File: config.mk
export PLATFORM = sky130hd
export DESIGN_NAME = random_generator
export DESIGN_NICKNAME = d
export VERILOG_FILES = /design/src/rtl/random_generator.sv
export SDC_FILE = /design/constraint.sdc
export NUM_CORES = 1
export LEC_CHECK = 0
export CAP_MARGIN = 25
export CELL_PAD_IN_SITES_DETAIL_PLACEMENT = 0
export CELL_PAD_IN_SITES_GLOBAL_PLACEMENT = 1
export CORE_MARGIN = 5
export CORE_UTILIZATION = 35
export DETAILED_ROUTE_END_ITERATION = 6
export MAX_ROUTING_LAYER = met4
export PLACE_DENSITY = 0.83
export SYNTH_ARGS = -nofsm -noshare
export SYNTH_HDL_FRONTEND = slang
export SYNTH_SLANG_ARGS = --single-unit
File: constraint.sdc
create_clock -name clock -period 1.6 [get_ports clock]
set_input_delay 0.48 -clock clock [delete_from_list [all_inputs] [get_ports clock]]
set_output_delay 0.48 -clock clock [all_outputs]
set_load 0.05 [all_outputs]
File: src/rtl/random_generator.sv
// random_generator
//   Free-running pseudo-random source built from one 16-bit maximal-length
//   LFSR (x^16+x^14+x^13+x^11+1) and four independent 4-bit maximal-length
//   LFSRs (x^4+x^3+1). All registers advance on every rising clock edge.
//   There is no enable: after reset the block runs autonomously.
//
// Parameters
//   SEED16 : reset value of the 16-bit LFSR
//   SEED4  : reset values of the four 4-bit lanes, {lane3, lane2, lane1, lane0}
//
// Ports
//   clock        : single clock, rising-edge active
//   nreset       : asynchronous active-low reset (release sampled synchronously)
//   rng_out      : current 16-bit LFSR state (registered)
//   rng_out_4bit : current lane states {lane3, lane2, lane1, lane0} (registered)
module random_generator #(
  parameter logic [15:0] SEED16 = 16'hACE1,
  parameter logic [15:0] SEED4  = 16'hF731
) (
  input  logic        clock,
  input  logic        nreset,
  output logic [15:0] rng_out,
  output logic [15:0] rng_out_4bit
);

  logic [15:0] lfsr16_q;
  logic [15:0] lfsr16_d;
  logic [15:0] lanes_q;
  logic [15:0] lanes_d;

  // Fibonacci shift-left step of the 16-bit LFSR. The all-zero state is
  // the only one the XOR feedback cannot leave, so it is forced to 1.
  function automatic logic [15:0] step16(input logic [15:0] s);
    logic [15:0] r;
    if (s == 16'h0000) begin
      r = 16'h0001;
    end else begin
      r = {s[14:0], s[15] ^ s[13] ^ s[12] ^ s[10]};
    end
    return r;
  endfunction

  // Fibonacci shift-left step of one 4-bit lane, with the same zero guard.
  function automatic logic [3:0] step4(input logic [3:0] s);
    logic [3:0] r;
    if (s == 4'h0) begin
      r = 4'h1;
    end else begin
      r = {s[2:0], s[3] ^ s[2]};
    end
    return r;
  endfunction

  // Next-state computation for the 16-bit LFSR and all four lanes.
  always_comb begin
    lfsr16_d = step16(lfsr16_q);
    lanes_d  = lanes_q;
    for (int i = 0; i < 4; i++) begin
      lanes_d[4*i +: 4] = step4(lanes_q[4*i +: 4]);
    end
  end

  // State registers: seeds are loaded asynchronously while reset is held,
  // so even an illegal zero seed is visible until the first edge after release.
  always_ff @(posedge clock or negedge nreset) begin
    if (!nreset) begin
      lfsr16_q <= SEED16;
      lanes_q  <= SEED4;
    end else begin
      lfsr16_q <= lfsr16_d;
      lanes_q  <= lanes_d;
    end
  end

  assign rng_out      = lfsr16_q;
  assign rng_out_4bit = lanes_q;

endmodule

### Word level (Yosys, flattened, before mapping)

Cells that the tools add are included.

* flip-flop bits (word level): 32
* latch bits: 0
* bits in writable memories: 0
* ROM bits: 0
* input bits: 2
* output and inout bits: 32
* logic and storage cells: 19
* memories: 0

* $add $sub $neg: 0
* $mul: 0
* divide/modulo/power cells: 0
* $lt $le $gt $ge: 0
* eq/ne operators: 0
* shift-type cells: 0
* muxes and demuxes: 5
* bitwise logic cells: 7
* reduce and logical (&&, ||, !) cells: 5

Operators with widths (number)
* logical NOT 16 bit: 1
* logical NOT 4 bit: 4
* two-way mux 16 bit: 1
* two-way mux 4 bit: 4
* XOR 1 bit: 7

### Depth between registers and ports, before layout

* word-level depth: 4
* mapped depth: 4
* gate-level depth less buffers: 4

### Worst setup path after synthesis

Ideal clock, no wire load.

* kind: register to register
* from: register lanes_q[14] (netlist: rng_out_4bit[14])
* to: register lanes_q[12] (netlist: rng_out_4bit[12])
* arrival: 1.348 ns
* data required time: 1.516 ns
* setup slack: 0.168 ns
* stages on the path, launching flop included: 5
* buffers on the path: 0
* period minus slack after synthesis: 1.432 ns
* cell sequence: dfstp_2 inv_1 ha_1 nor3b_1 or2_2

* word-level cells in the longest chain between the ends: 2

RTL lines
* from (decl): line 28 `logic [15:0] lanes_q;`
* from (signal assigned): line 71 `lanes_q <= lanes_d;`
* logical NOT 4 bit / XOR 1 bit (equally long branches): line 46, 49
* two-way mux 4 bit (*): line 46 `if (s == 4'h0) begin`
* net lanes_d[12]: line 29 `logic [15:0] lanes_d;`

Mark *: on every way through the listed nets, which the timed path passes. The rest lies on a longest branch.

### Worst setup path after layout

* from: register lfsr16_q[10] (netlist: rng_out[10])
* to: output rng_out[10]

RTL lines
* from (decl): line 26 `logic [15:0] lfsr16_q;`
* from (signal assigned): line 70 `lfsr16_q <= lfsr16_d;`
* to (decl): line 22 `output logic [15:0] rng_out,`

No word-level cell between the ends.

==> results <==
worst paths after layout:
| kind | start | end | cells after the start |
|---|---|---|---|
| max | rng_out[10] | rng_out[10] | 1 |
| min | rng_out[5] | rng_out[6] | 0 |
| max reg2reg | rng_out_4bit[10] | rng_out_4bit[8] | 4 |
| min reg2reg | rng_out[5] | rng_out[6] | 0 |
| max in group asynchronous | nreset | rng_out_4bit[13] | 2 |
| min in group asynchronous | nreset | rng_out_4bit[11] | 2 |
power groups by stage:
stage	Combinational [mW]	Sequential, mW	Clock (mW)
2_1_floorplan	0.000000127	0.825	0
3_3_place_gp	0.0228	0.825	0
3_5_place_dp	0.0238	0.825	0
4_1_cts	0.0238	0.811	0.627
5_1_grt	0.0261	0.811	0.669
6_report	0.0225	0.811	0.598
cell type report:
| type | count | area [um2] |
|---|---|---|
| sequential | 32 | 823.3 |
| clock buffer | 5 | 37.54 |
| multi-input combinational | 25 | 181.4 |
| clock inverter | 3 | 42.54 |
| timing repair buffer | 36 | 685.7 |
| fill | 250 | 1197 |
| tap | 44 | 55.05 |
| inverter | 8 | 30.03 |
per-layer routing:
metal / GRT usage [%] / up-vias / share of wire, %
met4: 4.569 / 0 / 0.60
met1: 10.91 / 321 / 40
met5: - / - / 0
met2: 17.45 / 25 / 51
met3: 5.565 / 2 / 8.1
li1: - / 299 / -
registers in the layout (all words and copies together) (netlist names):
register and count:
rng_out_4bit 16, rng_out 16
kinds of logic after synthesis:
| family | Yosys count | share of synthesized area [%] |
|---|---|---|
| flip-flops | 32 | 73.44 |
| XOR/XNOR | 3 | 2.344 |
| AND/OR/NAND/NOR | 18 | 9.374 |
| buffers and inverters | 31 | 10.38 |
| adder cells (fa/ha/maj) | 4 | 4.464 |
what timing repair did:
item,4_1_cts,5_1_grt
hold buffers,0,0
resized for setup,0,0
endpoints found under the setup margin,0,2
setup buffers,0,2
per-stage QoR:
| step | instances | worst slack, ps |
|---|---|---|
| floorplan | 88 | 168.1 |
| global placement | 143 | 361.5 |
| detailed placement | 143 | 316.5 |
| CTS | 151 | 16.63 |
| global route | 153 | 1.481 |
| finish | 153 | 46.18 |
layout by cell type (no fill, tap or decap):
master / instances
nand2_1: 1
xor2_1: 2
buf_12: 33
dfrtp_1: 14
nor4_1: 4
xnor2_1: 1
bufinv_16: 1
clkinvlp_4: 1
or2_2: 4
clkinv_2: 1
inv_1: 8
clkbuf_4: 5
dfstp_2: 18
ha_1: 4
nand4_1: 1
nor2_1: 4
clkdlybuf4s50_1: 1
nor3b_1: 4
buf_4: 2
==> run summary <==
Mean Syn Cell Area = 12.74 um2
Clock skew = 6.991 ps
Sequential area share after synthesis = 73.44%
DR WL/cell = 13.10 um
CTS Buf Count = 5
Via density = 4.229
Post-Syn Nets = 94
Critical Path End Type = output pin
CP Buf/Inv Count = 1
Pwr/cell area = 771.7 nW/um2
Row cnt = 20
Max frequency = 643.6 MHz
Vias in the first global route = 722
Min-Delay Path Class = flop to flop
Hold Vio Cnt, Final = 0
Synth Flop Type = dfstp_2
Critical path, cell by cell = buf_12
Post-synthesis cell type count = 13
Status = complete, no violations
Yosys reg bits = 32
Slew at the pin closest to its max-slew limit = 285.5 ps
CP startpoint kind = flop
Top-count cell post-synth = clkbuf_1
Comb power frac = 1.6%
Final-report setup violation count = 0
First-pass GRT wire length = 3339 um
GR Util All Layers = 10.77%
Synthesized area = 1121 um2
Slowest cell on the critical path = dfstp_2
Area after DPL = 1760 um2
Die area = 4435 um2
Clk pwr share = 41.8%
Cell taking the most area after synthesis = dfstp_2
Layout Nets = 114
Core footprint = 3053 um2
Flop pwr share = 56.6%
Hold WS = 401.9 ps
Internal Pwr Total = 1.144 mW
Crit-path max FO = 4
Total iterations of the first detailed-routing run = 2
Largest net degree at the start of global routing = 33
Worst vdd ir = 573.6 uV
Power, Total = 1.432 mW
Flop-to-flop setup slack = 310 ps
DRC viols = 0
Max_cap viols = 0
Sw Share = 20.12%
LEAKAGE = 0.8243 nW
Root Driver = clkbuf_4
Final period util = 97.11%
Placer Congestion = 0.7070
Top delay family on crit path = flip-flops
Relative slew slack = 80.79%
Critical Path AT = 1070 ps
DRT antenna net count = 0
Fin crit period = 1554 ps
Total congestion overflow = 0
Synth Warn # = 0
Design area = 1856 um2
Worst-Skew Late Latency = 330 ps
Antenna violations before repair = 0
Clock Tree Buf Depth = 2
Largest stage delay, worst path = 610 ps
Area contributors post-synth = dfstp_2 (42%), dfrtp_1 (31%), clkbuf_1 (7.7%)
Hpwl dp = 1534 um
DR vias = 647
CTS sink count = 32
Most instantiated cells after synthesis = clkbuf_1 (23), dfstp_2 (18), dfrtp_1 (14)
RSZ-0062 raised after global routing = false
Max Slew Vio Count = 0
Die Y = 66.60 um
Initial Utilization = 36.72%
TNS Setup = 0 ps
Reg clk slew, reported paths = 100 ps
WP data required = 1120 ps
# IOs = 34
Initial DRC count = 6
Synth Instances = 88
DRT Wirelength = 2005 um
CTS tree = done
Ant. Diodes = 0
Die X = 66.60 um
Final Core Density = 60.78%
Htree depth = 2
Port-buffer cells = 33
Share of the synthesized area in the top cell type = 42.19%
Number of synthesized flops with an enable pin = 0
Switching power = 0.2882 mW
Layout area overhead = 65.51%
Layout cells sized above 1 = 59.63%
Post-synth ARST share = 100.0%
CP Class = flop to output pin
No activity file was read; power rests on OpenSTA's default activity.
